[config.mk]
export PLATFORM = sky130hd
export DESIGN_NAME = tempsens_sar_ctrl_flat
export DESIGN_NICKNAME = d
export VERILOG_FILES = /design/src/rtl/tempsens_sar_ctrl_if.sv /design/src/rtl/tempsens_sar_ctrl.sv /design/src/flat_wrapper.sv
export SDC_FILE = /design/constraint.sdc
export NUM_CORES = 1
export LEC_CHECK = 0
export ABC_AREA = 1
export CAP_MARGIN = 30
export CORE_ASPECT_RATIO = 0.75
export CORE_UTILIZATION = 50
export DETAILED_ROUTE_END_ITERATION = 8
export MAX_ROUTING_LAYER = met4
export PLACE_DENSITY = 0.84
export SYNTH_ARGS = -nofsm -noshare
export SYNTH_HDL_FRONTEND = slang
export SYNTH_SLANG_ARGS = --single-unit
[constraint.sdc]
create_clock -name clk -period 2.05 [get_ports clk]
set_input_delay 0.205 -clock clk [delete_from_list [all_inputs] [get_ports clk]]
set_output_delay 0.205 -clock clk [all_outputs]
set_load 0.005 [all_outputs]
[src/rtl/tempsens_sar_ctrl_if.sv]
// Bundle of the control and sensor signals of tempsens_sar_ctrl.
//   master : host/sensor side. Drives start/continuous/abort/settle and the
//            sensor's temp-delay line, and observes the controller outputs.
//   slave  : the SAR controller itself.
// Signals:
//   i_start, i_continuous, i_abort : conversion control
//   i_settle      : extra MEASURE cycles per bit trial
//   i_temp_delay  : sensor comparator output (asynchronous to clk)
//   o_dac_data, o_dac_en, o_precharge_n : sensor drive
//   o_busy, o_valid, o_result : status and result
interface tempsens_sar_ctrl_if #(
  parameter int N_VDAC   = 7,
  parameter int N_SETTLE = 4
);
  logic                i_start;
  logic                i_continuous;
  logic                i_abort;
  logic [N_SETTLE-1:0] i_settle;
  logic                i_temp_delay;
  logic [N_VDAC-1:0]   o_dac_data;
  logic                o_dac_en;
  logic                o_precharge_n;
  logic                o_busy;
  logic                o_valid;
  logic [N_VDAC-1:0]   o_result;

  modport master (
    output i_start, i_continuous, i_abort, i_settle, i_temp_delay,
    input  o_dac_data, o_dac_en, o_precharge_n, o_busy, o_valid, o_result
  );

  modport slave (
    input  i_start, i_continuous, i_abort, i_settle, i_temp_delay,
    output o_dac_data, o_dac_en, o_precharge_n, o_busy, o_valid, o_result
  );
endinterface

[src/rtl/tempsens_sar_ctrl.sv]
// Successive-approximation controller for a delay-based temperature sensor.
// Each bit trial runs PRECHARGE -> TRANSITION -> MEASURE (settle+3 cycles)
// -> EVAL, MSB first. After bit 0 the result is published in DONE with a
// one-cycle o_valid.
// Ports:
//   clk    : single clock, all state changes on its rising edge
//   rst_n  : asynchronous active-low reset
//   bus    : tempsens_sar_ctrl_if.slave (control inputs, sensor drive,
//            busy/valid/result outputs)
module tempsens_sar_ctrl #(
  parameter int N_VDAC   = 7,
  parameter int N_SETTLE = 4
) (
  input  logic                  clk,
  input  logic                  rst_n,
  tempsens_sar_ctrl_if.slave    bus
);

  localparam int BW = (N_VDAC > 1) ? $clog2(N_VDAC) : 1;
  localparam int CW = N_SETTLE + 1;
  localparam logic [N_VDAC-1:0] ONES = {N_VDAC{1'b1}};
  localparam logic [N_VDAC-1:0] ONE  = N_VDAC'(1);

  typedef enum logic [2:0] {
    ST_IDLE       = 3'd0,
    ST_PRECHARGE  = 3'd1,
    ST_TRANSITION = 3'd2,
    ST_MEASURE    = 3'd3,
    ST_EVAL       = 3'd4,
    ST_DONE       = 3'd5
  } state_t;

  state_t              state_r, state_s;
  logic [BW-1:0]       bit_r, bit_s;
  logic [N_VDAC-1:0]   code_r, code_s;
  logic [N_SETTLE-1:0] settle_r, settle_s;
  logic [CW-1:0]       cnt_r, cnt_s;
  logic [N_VDAC-1:0]   result_r, result_s;
  logic                meta_r, sync_r;
  logic [N_VDAC-1:0]   trial_s;
  logic [N_VDAC-1:0]   dac_data_s;
  logic                dac_en_s, precharge_n_s, valid_s;

  // Two-flop synchronizer for the asynchronous sensor output.
  always_ff @(posedge clk or negedge rst_n) begin
    if (!rst_n) begin
      meta_r <= 1'b0;
      sync_r <= 1'b0;
    end else begin
      meta_r <= bus.i_temp_delay;
      sync_r <= meta_r;
    end
  end

  // State and datapath registers.
  always_ff @(posedge clk or negedge rst_n) begin
    if (!rst_n) begin
      state_r  <= ST_IDLE;
      bit_r    <= '0;
      code_r   <= '0;
      settle_r <= '0;
      cnt_r    <= '0;
      result_r <= '0;
    end else begin
      state_r  <= state_s;
      bit_r    <= bit_s;
      code_r   <= code_s;
      settle_r <= settle_s;
      cnt_r    <= cnt_s;
      result_r <= result_s;
    end
  end

  // Next-state, datapath update and state-decoded sensor outputs.
  always_comb begin
    state_s       = state_r;
    bit_s         = bit_r;
    code_s        = code_r;
    settle_s      = settle_r;
    cnt_s         = cnt_r;
    result_s      = result_r;
    dac_en_s      = 1'b0;
    dac_data_s    = ONES;
    precharge_n_s = 1'b0;
    valid_s       = 1'b0;
    // code_r only holds committed bits above bit_r, so OR-ing in the
    // current bit yields the trial code with all lower bits zero.
    trial_s       = code_r | (ONE << bit_r);

    case (state_r)
      ST_IDLE: begin
        if (bus.i_start && !bus.i_abort) begin
          state_s  = ST_PRECHARGE;
          bit_s    = BW'(N_VDAC - 1);
          code_s   = '0;
          settle_s = bus.i_settle;
        end else begin
          state_s  = ST_IDLE;
        end
      end
      ST_PRECHARGE: begin
        dac_en_s = 1'b1;
        state_s  = ST_TRANSITION;
      end
      ST_TRANSITION: begin
        dac_en_s      = 1'b1;
        dac_data_s    = '0;
        precharge_n_s = 1'b1;
        cnt_s         = '0;
        state_s       = ST_MEASURE;
      end
      ST_MEASURE: begin
        dac_en_s      = 1'b1;
        dac_data_s    = trial_s;
        precharge_n_s = 1'b1;
        // settle+3 cycles: count 0 .. settle+2
        if (cnt_r == ({1'b0, settle_r} + CW'(2))) begin
          state_s = ST_EVAL;
        end else begin
          cnt_s   = cnt_r + CW'(1);
        end
      end
      ST_EVAL: begin
        dac_en_s      = 1'b1;
        dac_data_s    = trial_s;
        precharge_n_s = 1'b1;
        // Clearing the trial bit leaves exactly code_r.
        code_s        = sync_r ? trial_s : code_r;
        if (bit_r == BW'(0)) begin
          result_s = sync_r ? trial_s : code_r;
          state_s  = ST_DONE;
        end else begin
          bit_s    = bit_r - BW'(1);
          state_s  = ST_PRECHARGE;
        end
      end
      ST_DONE: begin
        dac_en_s = 1'b1;
        valid_s  = 1'b1;
        if (bus.i_continuous) begin
          state_s  = ST_PRECHARGE;
          bit_s    = BW'(N_VDAC - 1);
          code_s   = '0;
          settle_s = bus.i_settle;
        end else begin
          state_s  = ST_IDLE;
        end
      end
      default: begin
        state_s = ST_IDLE;
      end
    endcase

    // Abort wins over everything and must not publish a result.
    if ((state_r != ST_IDLE) && bus.i_abort) begin
      state_s  = ST_IDLE;
      result_s = result_r;
    end else begin
      state_s  = state_s;
    end
  end

  assign bus.o_dac_data    = dac_data_s;
  assign bus.o_dac_en      = dac_en_s;
  assign bus.o_precharge_n = precharge_n_s;
  assign bus.o_valid       = valid_s;
  assign bus.o_busy        = (state_r != ST_IDLE);
  assign bus.o_result      = result_r;

endmodule

[src/flat_wrapper.sv]
// flat-port wrapper written by rule: the top's interface ports become plain ports
module tempsens_sar_ctrl_flat 
#(
  parameter int N_VDAC   = 7,
  parameter int N_SETTLE = 4
)
  (clk, rst_n, bus_i_start, bus_i_continuous, bus_i_abort, bus_i_settle, bus_i_temp_delay, bus_o_dac_data, bus_o_dac_en, bus_o_precharge_n, bus_o_busy, bus_o_valid, bus_o_result);
  tempsens_sar_ctrl_if #(.N_VDAC(N_VDAC), .N_SETTLE(N_SETTLE)) bus_i ();
  input  logic clk;
  input  logic rst_n;
  input wire logic [$bits(bus_i.i_start)-1:0] bus_i_start;
  input wire logic [$bits(bus_i.i_continuous)-1:0] bus_i_continuous;
  input wire logic [$bits(bus_i.i_abort)-1:0] bus_i_abort;
  input wire logic [$bits(bus_i.i_settle)-1:0] bus_i_settle;
  input wire logic [$bits(bus_i.i_temp_delay)-1:0] bus_i_temp_delay;
  output wire logic [$bits(bus_i.o_dac_data)-1:0] bus_o_dac_data;
  output wire logic [$bits(bus_i.o_dac_en)-1:0] bus_o_dac_en;
  output wire logic [$bits(bus_i.o_precharge_n)-1:0] bus_o_precharge_n;
  output wire logic [$bits(bus_i.o_busy)-1:0] bus_o_busy;
  output wire logic [$bits(bus_i.o_valid)-1:0] bus_o_valid;
  output wire logic [$bits(bus_i.o_result)-1:0] bus_o_result;
  assign bus_i.i_start = bus_i_start;
  assign bus_i.i_continuous = bus_i_continuous;
  assign bus_i.i_abort = bus_i_abort;
  assign bus_i.i_settle = bus_i_settle;
  assign bus_i.i_temp_delay = bus_i_temp_delay;
  assign bus_o_dac_data = bus_i.o_dac_data;
  assign bus_o_dac_en = bus_i.o_dac_en;
  assign bus_o_precharge_n = bus_i.o_precharge_n;
  assign bus_o_busy = bus_i.o_busy;
  assign bus_o_valid = bus_i.o_valid;
  assign bus_o_result = bus_i.o_result;
  tempsens_sar_ctrl #(.N_VDAC(N_VDAC), .N_SETTLE(N_SETTLE)) u_core (.clk(clk), .rst_n(rst_n), .bus(bus_i));
endmodule
==> metrics.md <==
| Metric | Value |
|---|---|
| Die Wd | `approximately 70 um` |
| Clock network power share | `a little over a fifth` |
| RSZ-0062 raised after global routing | `no` |
| Worst skew pair latency | `a little under 300 ps` |
| DIE AREA | `3740 um^2` |
| Final Net Count | `about 260` |
| Outcome | `complete, no violations` |
| Clock period minus worst slack | `1930 ps` |
| Post-layout util | `between 60% and 70%` |
| Area growth from synthesis to layout | `27.7%` |
| Routability cong. | `roughly 0.85` |
| Mean number of vias per cell | `about 5.2` |
| Remaining DRCs | `0` |
| First-pass GRT wire length | `between 6 and 7 mm` |
| F_max | `just over 500 MHz` |
| Critical-path maximum fanout | `10` |
| Post-synthesis sequential area ratio | `between 40% and 50%` |
| Initial antenna violation count | `0` |
| Pint | `~0.0017 W` |
| Iter 0 DRT Violations | `109` |
| DR vias | `1503` |
| Placed Cells | `276` |
| Lkg Pwr | `between 1 and 1.5 nW` |
| GR met3 Demand/Resource | `around 9%` |
| Synth top area share | `44.3%` |
| Initial Util | `between 50% and 60%` |
| Mean Syn Cell Area | `between 8 and 9 um^2` |
| GRT overflow | `0` |
| Ports | `28` |
| Post-synth EDFFs | `0` |
| CP Cell Sequence | `inv_2 > nand2_4 > nor2_8 > inv_4 > o21ai_2 > inv_2 > buf_4 > o21ai_0 > dlygate4sd2_1` |
| DP Wirelength | `2.71 mm` |
| Max_slew headroom | `~74%` |
| Syn Nets | `223` |
| CTS clock-pin slew for the worst setup and hold paths | `~60 ps` |
| Worst R2R Setup Slack | `approximately 380 ps` |
| Clk buf depth | `2` |
| Pwr per Cell Area | `between 1000 and 1500 nW/um^2` |
| Final Hold Vio Count | `0` |
| CTS Buf Count | `5` |
| Critical path arrival | `1720 ps` |
| Clock root buffer | `clkbuf_8` |
| Slew Limit Fails | `0` |
| Detailed Routing Iterations Pass 1 | `4` |
| Tot Pwr | `0.00297 W` |
| DR WL/cell | `roughly 13 um` |
| Cell mode on critical path | `inv_2` |
| Reg power frac | `29.8%` |
| Largest net degree at the start of global routing | `32` |
| Clock Skews | `a little over 6 ps` |
| Nature of the critical path startpoint | `flip-flop` |
| Slowest cell delay on critical path | `about 380 ps` |
| Setup violators final | `0` |
| Hold crit path type | `input port to asynchronous set/reset pin` |
| # Max-Cap Violations | `0` |
| Die span in y | `53.2 um` |
| Clock sinks | `31` |
| Switching pwr | `0.00122 W` |
| Mapped Area | `1750 um^2` |
| # rows | `18` |
| Flops & latches, synth | `31` |
| Most Crowded Layer GR | `met2` |
| CP max-delay cell | `dfrtp_1` |
| Peak supply drop | `approximately 0.74 mV` |
| CTS tree | `done` |
| Most used flip-flop cell after synthesis | `dfrtp_1` |
| Crit. End Element | `output port` |
| Grt met2 use | `36.2%` |
| Synth area leaders | `dfrtp_1 44%, nand2_1 12%, o21ai_0 5.4%, ha_1 5.0%, inv_1 4.3%` |
| I/O Buffers | `27` |
| Ys async rst share | `between 90% and 100%` |
| WL final | `about 3.8 mm` |
| Slew @ Worst Pin | `between 300 and 400 ps` |
| Vias in the first global route | `about 1400` |
| ANT nets after route | `0` |
| Critical path class | `flip-flop to output port` |
| Unique masters post-synth | `27` |
| H-tree Lvls | `2` |
| Period utilization | `between 90% and 100%` |
| Core area | `3310 um^2` |
| GRT met1 Usage | `a little under a third` |
| Comb pwr share | `about half` |
| Critical Path RT | `1850 ps` |
| Post-route insts no fill | `roughly 290` |
| Ys Warns | `0` |
| Total GRT Usage | `roughly a quarter` |
| Layout cells sized above 1 | `a little under a fifth` |
| Switching Share | `41.2%` |
| Biggest area consumer among synthesized cells | `dfrtp_1` |
| # fillers | `265` |
| Gate Count Post-Synth | `between 200 and 250` |
| Setup TNS | `0 ps` |
| Antenna Cells | `0` |
registers in the layout, summed over array words and instances, names as in the netlist:
name and flops:
u_core.bus.o_result 7, u_core.code_r 7, u_core.cnt_r 5, u_core.settle_r 4, u_core.bit_r 3, u_core.state_r 3
u_core.meta_r 1, u_core.sync_r 1
layout by cell type, fill, tap and decap left out, types with 5 or more instances in the layout:
cell type	count
a21oi_1	13
inv_1	16
dlygate4sd2_1	6
nand2_1	53
inv_2	6
a31oi_1	6
nor2_2	5
clkbuf_8	6
dfrtp_1	30
o21ai_0	16
clkdlybuf4s50_1	19
nand3_1	11
o21ai_1	5
buf_4	8
ha_1	6
nor2_1	10
critical path: cells and delay by family, from the launching register on:
family | cells | cell delay, ps
buffers and inverters | 5 | 630
DFF | 1 | 380
and+or+nand+nor | 2 | 220
AOI/OAI and AO/OA | 2 | 200
power groups by stage:
stage | clock network [W] | registers, W | logic (W)
6_report | 0.000626 | 0.000885 | 0.00146
5_1_grt | 0.000664 | 0.000897 | 0.00164
4_1_cts | 0.000639 | 0.000880 | 0.00145
3_5_place_dp | 0 | 0.000885 | 0.00147
3_3_place_gp | 0 | 0.000880 | 0.00143
2_1_floorplan | 0 | 0.000855 | 0.000884
area by class of cell:
| cell class | instances | area, um^2 | share of cell area, % |
|---|---|---|---|
| multi-input combinational | 150 | 872 | 39.0 |
| sequential | 31 | 777 | 34.8 |
| timing repair buffer | 35 | 328 | 14.7 |
| inverter | 23 | 88.8 | 3.98 |
| clock buffer | 6 | 82.6 | 3.70 |
| tap | 40 | 50.0 | 2.24 |
| clock inverter | 2 | 35.0 | 1.57 |
repair_timing:
action,CTS,global route
cloned,0,0
setup buffers,2,1
endpoints found under the hold margin,0,0
pin swaps,1,0
setup endpoints to repair,8,2
hold buffers,0,0
resized for setup,14,6
per-layer routing:
metal	part of all wire (%)	wire length, um
met5	0	0
met3	5.9	224
met1	49	1870
met4	1.3	51
met2	44	1670
synth_stat cells (3+ instances only):
cell type,n
a21oi_1,13
o21ai_0,19
dfrtp_1,31
nand3_1,11
nor2_1,10
inv_1,20
xor2_1,4
nand2_2,3
ha_1,7
a31oi_1,6
a21oi_2,3
nor2_2,5
nand2_1,54
inv_2,3
worst paths after layout:
check / startpoint / end / cells past startpoint
setup / recovery: u_core.state_r[1] / bus_o_dac_data[4] / 9
hold / removal: rst_n / u_core.bus.o_result[0] / 2
setup reg to reg: u_core.settle_r[1] / u_core.cnt_r[3] / 10
hold reg to reg: u_core.meta_r / u_core.sync_r / 0
max in group asynchronous: rst_n / u_core.state_r[0] / 2
min in group clk: u_core.meta_r / u_core.sync_r / 0
per-stage QoR:
step	hold WS (ps)	worst slack, ps	cell area, um^2
global route	341	15.7	2230
CTS	313	12.2	2220
floorplan	-90.6	609	1750
detailed placement	335	88.1	2080
global placement	336	202	2080
finish	304	125	2230
cells by family after synthesis:
family	share of synthesized area, %
AND/OR/NAND/NOR	26.4
AO/OA/AOI/OAI	15.9
flip-flops	44.3
buffers and inverters	6.37
adder cells (fa/ha/maj)	5.01
XOR/XNOR	2.00
Note: power is estimated with default switching activity, not from simulation.
